### src/rtl/fetch_pipeline_unit.sv
// Fetch stage: owns the byte PC, drives a 1-cycle-latency instruction RAM and
// presents one instruction per cycle, squashing wrong-path slots on redirect.
module fetch_pipeline_unit #(
  parameter int unsigned PC_WIDTH = 11,
  parameter logic [31:0] RESET_PC = 32'h0000_0000,
  parameter logic [31:0] NOP      = 32'hE320_F000
) (
  input  logic                clk,
  input  logic                rst_n,
  input  logic                sel_stall,
  input  logic                sel_redirect,
  input  logic [31:0]         redirect_pc,
  output logic [PC_WIDTH-1:0] imem_addr,
  input  logic [31:0]         imem_rdata,
  output logic [31:0]         instr_out,
  output logic                branch_out,
  output logic [31:0]         pc_out
);

  logic [31:0] pc_reg;
  logic [31:0] pc_d1;
  logic        valid_d1;

  always_ff @(posedge clk or negedge rst_n) begin
    if (!rst_n) begin
      pc_reg   <= RESET_PC;
      pc_d1    <= RESET_PC;
      valid_d1 <= 1'b0;
    end else if (sel_redirect) begin
      // pc_d1 is held so pc_out stays put through the two squashed slots
      pc_reg   <= {redirect_pc[31:2], 2'b00};
      valid_d1 <= 1'b0;
    end else if (!sel_stall) begin
      pc_d1    <= pc_reg;
      pc_reg   <= pc_reg + 32'd4;
      valid_d1 <= 1'b1;
    end
  end

  // While stalled the RAM re-reads the presented word so instr_out stays stable
  assign imem_addr  = sel_stall ? pc_d1[PC_WIDTH+1:2] : pc_reg[PC_WIDTH+1:2];
  assign instr_out  = (valid_d1 && !sel_redirect) ? imem_rdata : NOP;
  assign branch_out = (instr_out[27:25] == 3'b101) && (instr_out[31:28] != 4'b1111);
  assign pc_out     = pc_d1;

  logic unused_redirect_bits;
  assign unused_redirect_bits = ^redirect_pc[1:0];

endmodule

### config.mk
export PLATFORM = sky130hd
export DESIGN_NAME = fetch_pipeline_unit
export DESIGN_NICKNAME = d
export VERILOG_FILES = /design/src/rtl/fetch_pipeline_unit.sv
export SDC_FILE = /design/constraint.sdc
export NUM_CORES = 1
export LEC_CHECK = 0
export CORE_MARGIN = 5
export CORE_UTILIZATION = 46
export DETAILED_ROUTE_END_ITERATION = 16
export PLACE_DENSITY = 0.87
export SLEW_MARGIN = 15
export SYNTH_ARGS = -nofsm -noshare
export SYNTH_HDL_FRONTEND = slang
export SYNTH_SLANG_ARGS = --single-unit
### constraint.sdc
create_clock -name clk -period 3.8 [get_ports clk]
set_input_delay 1.14 -clock clk [delete_from_list [all_inputs] [get_ports clk]]
set_output_delay 1.14 -clock clk [all_outputs]
set_load 0.005 [all_outputs]
==> impl_metrics.env, run 1 <==
export IMPL_clock_latency_ns=0.35
export IMPL_port_buffers=139
export IMPL_startpoint_type="input port"
export IMPL_worstPathMaxFanout=10
export IMPL_clkPwrFrac_pct=30.1
export IMPL_max_cap_violations=0
export IMPL_p_seq_share_pct=43.7
export IMPL_hold_path_class="reg2reg"
export IMPL_fillers=492
export IMPL_slowest_delay_ns=0.50
export IMPL_r2r_slack_ns=1.53
export IMPL_hp_start="pc_out[16]$_DFFE_PN0P_"
export IMPL_irDropWorstVdd_mv=0.2328
export IMPL_tightest_slew_ns=0.7772
export IMPL_die_w_um=94.16
export IMPL_cp_data_required_time_ns=2.66
export IMPL_gp_congestion=0.7970
export IMPL_grt_pass1_vias=2911
export IMPL_ys_seq_area_share_pct=46.85
export IMPL_ys_ff_latch=61
export IMPL_grt_overflow_total=0
export IMPL_yosysMostFrequentCell="dfrtp_1"
export IMPL_clock_root_buffer="clkbuf_8"
export IMPL_setup_violations=0
export IMPL_hold_viol_final=0
export IMPL_diodes=0
export IMPL_switching_share_pct=27.19
export IMPL_switchingPower_uw=513.0
export IMPL_slowest_stage="clkdlybuf4s50_1"
export IMPL_skew_ns=0.01112
export IMPL_synth_edf_count=0
export IMPL_multiInputGateArea_um2=1639
export IMPL_grt_max_degree=62
export IMPL_die_h_um=94.16
export IMPL_num_rows=30
export IMPL_start_util_pct=47.69
export IMPL_synth_common_cells="dfrtp_1 (61), mux2_2 (40), nand2_1 (30)"
export IMPL_timing_final_crit_share_pct=98.69
export IMPL_antenna_left=0
export IMPL_finalInstanceArea_um2=5087
export IMPL_reg2reg_to="pc_reg[24]$_DFFE_PN0N_"
export IMPL_synth_top_area_share_pct=46.85
export IMPL_synth_main_ff_cell="dfrtp_1"
export IMPL_cts_buffer_depth=2
export IMPL_whs_ns=0.5071
export IMPL_area_growth_pct=56.14
export IMPL_slew_viol_final=0
export IMPL_timing_fmax_mhz=266.7
export IMPL_power_frac_comb_pct=26.2
export IMPL_yosys_warnings=0
export IMPL_rsz0062_at_grt="true"
export IMPL_vias=3042
export IMPL_yosysTopAreaCell="dfrtp_1"
export IMPL_clock_sinks=61
export IMPL_fin_crit_ns=3.750
export IMPL_worst_setup_path_end_kind="primary output"
export IMPL_cts_tree="done"
export IMPL_status="complete, no violations"
export IMPL_drt_wl_total_um=9569
export IMPL_r2r_start="pc_reg[2]$_DFFE_PN0N_"
export IMPL_clk_pin_slew_ns=0.07
export IMPL_p_leak_uw=0.002265
export IMPL_layout_nets=533
export IMPL_min_to="pc_out[16]$_DFFE_PN0P_"
export IMPL_drt_first_pass_iters=5
export IMPL_synthCells=320
export IMPL_drc=0
export IMPL_antenna_found_initial=0
export IMPL_wl_per_cell_um=16.94
export IMPL_synth_area_um2=3258
export IMPL_dpl_worst_slack_ns=-0.08775
export IMPL_pwr_density_cell_nw_per_um2=370.9
export IMPL_cts_buffers=9
export IMPL_drt_iter0_drc=114
export IMPL_synth_area_leaders="dfrtp_1 (47%), mux2_2 (14%), and2_1 (4.2%), nand2_1 (3.5%), o21ai_0 (3.2%)"
export IMPL_final_layout_size_suffix_gt1_share_pct=16.20
export IMPL_grt_usage_pct=21.14
export IMPL_setup_ws_ns=0.04977
export IMPL_worstPathCellList="clkdlybuf4s50_1 -> nor2b_2 -> buf_6 -> buf_6 -> and2_1 -> clkdlybuf4s50_1"
export IMPL_fin_cells=565
export IMPL_core_um2=6832
export IMPL_pin_count=144
export IMPL_avgSynthCellArea_um2=10.18
export IMPL_ctsHtreeMaxLevel=3
export IMPL_seq_area_um2=1526
export IMPL_synthArstFlopShare_pct=100.0
export IMPL_post_dp_cell_area_um2=4792
export IMPL_grt_pass1_wl_um=14630
export IMPL_ff2ff_path_depth=5
export IMPL_dieArea_um2=8866
export IMPL_placed_cells_incl_taps=546
export IMPL_synth_distinct_cells=39
export IMPL_cp_top_family="buffers and inverters"
export IMPL_cp_buffers_inverters=4
export IMPL_intPower_uw=1374
export IMPL_maxSlewHeadroom_pct=48.19
export IMPL_critPathKind="in2out"
export IMPL_min_path_cells=1
export IMPL_viasPerCell=5.384
export IMPL_worstPathArrival_ns=2.61
export IMPL_place_hpwl_um=6979
[worst max path at each step]
stage,start,end,cells past startpoint
2_1_floorplan,sel_stall,imem_addr[1],3
3_3_place_gp,sel_redirect,branch_out,6
3_5_place_dp,sel_redirect,branch_out,6
4_1_cts,sel_redirect,instr_out[6],6
5_1_grt,sel_redirect,instr_out[22],6
6_report,sel_redirect,instr_out[22],6
[cell type report]
type	instances	area share, %
timing repair buffer	154	31.51
clock inverter	6	1.254
inverter	2	0.1476
multi-input combinational	236	32.22
tap	96	2.361
sequential	61	30.00
clock buffer	10	2.509
[cell families (layout without fill, tap and decap cells)]
group / Yosys count / count (layout) / synth area share, %
buf+inv: 24 / 172 / 3.110
fa+ha+maj: 1 / 1 / 0.3840
simple gates: 132 / 132 / 22.89
flops: 61 / 61 / 46.85
compound gates: 45 / 45 / 8.487
mux: 41 / 41 / 14.13
xor+xnor: 15 / 15 / 4.032
other cells: 1 / 2 / 0.1151
[layer usage]
| layer | part of all wire [%] | track usage [%] | routed length, um | vias to the layer above |
|---|---|---|---|---|
| met3 | 6.1 | 5.288 | 584 | 23 |
| met1 | 40 | 27.05 | 3802 | 1480 |
| li1 | - | - | - | 1426 |
| met5 | 0 | 0 | 0 | - |
| met4 | 2.5 | 7.461 | 238 | 0 |
| met2 | 52 | 34.63 | 4944 | 113 |
[power groups by stage]
stage | Combinational (uW) | Sequential (uW) | Clock [uW]
finish | 494 | 825 | 568
floorplan | 177 | 821 | 0
detailed placement | 495 | 835 | 0
global route | 537 | 838 | 610
CTS | 497 | 823 | 574
global placement | 485 | 827 | 0
[placed cells by master (no fill, tap or decap), drive strengths merged, types with 7 or more instances in the layout]
cell type      Yosys  final
clkdlybuf4s50      0    109
dfrtp             61     61
mux2              40     40
nand2             30     30
and2              22     22
dlymetal6s2s       0     22
o21ai             21     21
nor2              17     17
buf                5     15
a31oi             13     13
clkbuf            17     11
nand2b            10     10
or4                9      9
xnor2              9      9
o31ai              8      8
or3                7      7
dlygate4sd2        0      7
[through the flow]
step	TNS, ns	utilization, %	total power, uW
after floorplan	0	-	998.8
after global placement	-0.5310	70.15	1313
after detailed placement	-1.010	70.15	1330
after CTS	-0.001147	72.91	1895
after global routing	-0.02624	74.47	1985
final	0	74.47	1887
[worst register-to-register path: stages (launching register included)]
cell	delay (ns)
dfrtp_1	0.45
ha_1	0.22
nand3_1	0.19
or4_1	0.68
or4_1	0.45
a31oi_1	0.20
[timing repair]
item / in CTS / in global routing
resized for setup: 9 / 25
hold buffers: 0 / 0
gates cloned: 0 / 1
setup buffers: 0 / 2
hold endpoints to repair: 0 / 0
endpoints found under the setup margin: 25 / 21
No activity file was read; power rests on OpenSTA's default activity.
==> run 2: changes to the inputs <==
--- a/config.mk
+++ b/config.mk
@@ -6,9 +6,9 @@
 export NUM_CORES = 1
 export LEC_CHECK = 0
 export CORE_MARGIN = 5
-export CORE_UTILIZATION = 46
+export CORE_UTILIZATION = 40
 export DETAILED_ROUTE_END_ITERATION = 16
-export PLACE_DENSITY = 0.87
+export PLACE_DENSITY = 0.77
 export SLEW_MARGIN = 15
 export SYNTH_ARGS = -nofsm -noshare
 export SYNTH_HDL_FRONTEND = slang
==> impl_metrics.env, run 2 (synthesized netlist as in run 1, its figures left out) <==
export IMPL_pwr_density_cell_nw_per_um2=388.3
export IMPL_cp_data_required_time_ns=2.66
export IMPL_crit_end="imem_addr[6]"
export IMPL_antenna_found_initial=0
export IMPL_cts_tree="done"
export IMPL_rsz0062_at_grt="false"
export IMPL_r2r_slack_ns=1.60
export IMPL_fin_crit_ns=3.763
export IMPL_fin_cells=569
export IMPL_setup_violations=0
export IMPL_worstPathMaxFanout=17
export IMPL_drc=0
export IMPL_place_hpwl_um=6730
export IMPL_diodes=0
export IMPL_totalPowerFinal_uw=1946
export IMPL_dieArea_um2=10050
export IMPL_min_path_cells=1
export IMPL_final_layout_size_suffix_gt1_share_pct=15.30
export IMPL_p_seq_share_pct=42.2
export IMPL_worst_setup_path_end_kind="primary output"
export IMPL_clock_latency_ns=0.35
export IMPL_worstPathArrival_ns=2.62
export IMPL_cts_buffer_depth=2
export IMPL_hold_path_class="reg2reg"
export IMPL_cts_buffers=9
export IMPL_intPower_uw=1453
export IMPL_post_dp_cell_area_um2=4776
export IMPL_num_rows=33
export IMPL_final_common_cell="clkdlybuf4s50_1"
export IMPL_reg2reg_to="pc_reg[24]$_DFFE_PN0N_"
export IMPL_clock_sinks=61
export IMPL_mostFrequentLayoutCells="clkdlybuf4s50_1 (135), dfrtp_1 (61), mux2_2 (40), nand2_1 (30), and2_1 (22)"
export IMPL_placed_cells_incl_taps=553
export IMPL_wl_per_cell_um=15.89
export IMPL_switching_share_pct=25.32
export IMPL_grt_max_degree=38
export IMPL_status="complete, no violations"
export IMPL_max_cap_violations=0
export IMPL_clk_pin_slew_ns=0.06
export IMPL_clock_root_buffer="clkbuf_8"
export IMPL_clkPwrFrac_pct=32.7
export IMPL_core_um2=8093
export IMPL_irDropWorstVdd_mv=0.2215
export IMPL_power_frac_comb_pct=25.1
export IMPL_hold_viol_final=0
export IMPL_timing_final_crit_share_pct=99.04
export IMPL_port_buffers=139
export IMPL_antenna_left=0
export IMPL_critPathKind="in2out"
export IMPL_vias=2852
export IMPL_area_growth_pct=53.84
export IMPL_die_h_um=100.3
export IMPL_grt_usage_pct=18.27
export IMPL_die_w_um=100.3
export IMPL_drt_first_pass_iters=4
export IMPL_drt_wl_total_um=9042
export IMPL_slew_viol_final=0
export IMPL_timing_fmax_mhz=265.7
export IMPL_ctsHtreeMaxLevel=3
export IMPL_start_util_pct=40.26
export IMPL_viasPerCell=5.012
export IMPL_grt_overflow_total=0
export IMPL_layout_nets=529
export IMPL_p_leak_uw=0.001959
export IMPL_switchingPower_uw=492.8
export IMPL_grt_pass1_wl_um=14590
export IMPL_ff2ff_path_depth=5
export IMPL_finalInstanceArea_um2=5012
export IMPL_final_setup_tns_ns=0
export IMPL_gp_congestion=0.8183
export IMPL_r2r_start="pc_reg[2]$_DFFE_PN0N_"
export IMPL_skew_ns=0.01321
export IMPL_grt_pass1_vias=2824
export IMPL_crit_start="sel_stall"
export IMPL_pin_count=144
export IMPL_startpoint_type="input port"
export IMPL_drt_iter0_drc=105
## run 2: cell types whose count changed in the layout (fill, tap and decap cells not counted)
cell	change
clkdlybuf4s50_1	+26
dlymetal6s2s_1	-22
dlygate4sd2_1	-4
buf_4	-1
buf_6	-1
buf_8	-1
bufinv_16	+1
clkbuf_16	-1
clkbuf_8	+1
clkinv_2	-1
clkinv_4	-1
clkinvlp_4	-1
## run 2: worst min path at each step
stage | to | startpoint
after floorplan | pc_out[31]$_DFFE_PN0P_ | pc_reg[31]$_DFFE_PN0N_
after global placement | pc_out[25]$_DFFE_PN0P_ | pc_out[25]$_DFFE_PN0P_
after detailed placement | pc_out[18]$_DFFE_PN0P_ | pc_out[18]$_DFFE_PN0P_
after CTS | pc_out[18]$_DFFE_PN0P_ | pc_out[18]$_DFFE_PN0P_
after global routing | pc_out[26]$_DFFE_PN0P_ | pc_out[26]$_DFFE_PN0P_
final | pc_out[18]$_DFFE_PN0P_ | pc_out[18]$_DFFE_PN0P_
## run 2: power groups by stage
| stage | Clock [uW] | Combinational (uW) | Sequential (uW) |
|---|---|---|---|
| final | 636 | 488 | 822 |
| after global routing | 678 | 529 | 838 |
| after CTS | 649 | 497 | 822 |
| after detailed placement | 0 | 490 | 834 |
| after global placement | 0 | 484 | 829 |
| after floorplan | 0 | 177 | 821 |
## run 2: what timing repair did
item | CTS | global route
resized for setup | 8 | 0
hold buffers | 0 | 0
setup endpoints to repair | 23 | 0
setup buffers | 1 | 0
## run 2: cell type report
class                   count  area, um^2
flip-flops and latches     61        1526
well taps                 105       131.4
multi-input cells         236        1639
fillers                   698        3080
repair buffers            150        1494
clock inverters             4       72.57
clock buffers              11       141.4
inverters                   2       7.507
## run 2: worst max-delay path: stages
cell             delay, ns
clkdlybuf4s50_1       0.51
buf_12                0.16
mux2_2                0.34
clkdlybuf4s50_1       0.47
## run 2: stage by stage
step / util (%) / hold WS (ns) / worst slack, ns
6_report: 61.94 / 0.5077 / 0.03665
5_1_grt: 61.94 / 0.5242 / 0.008150
4_1_cts: 61.94 / 0.5124 / 0.02038
3_5_place_dp: 59.01 / 0.4986 / -0.3456
3_3_place_gp: 59.01 / 0.4937 / -0.2662
2_1_floorplan: - / 0.4939 / 0.5089
## run 2: metal layers
metal / global-route usage [%] / share of wire, % / routed length, um
met1: 24.46 / 43 / 3903
met2: 29.26 / 50 / 4530
met3: 4.934 / 5.5 / 498
met4: 4.974 / 1.2 / 110
met5: 0 / 0 / 0
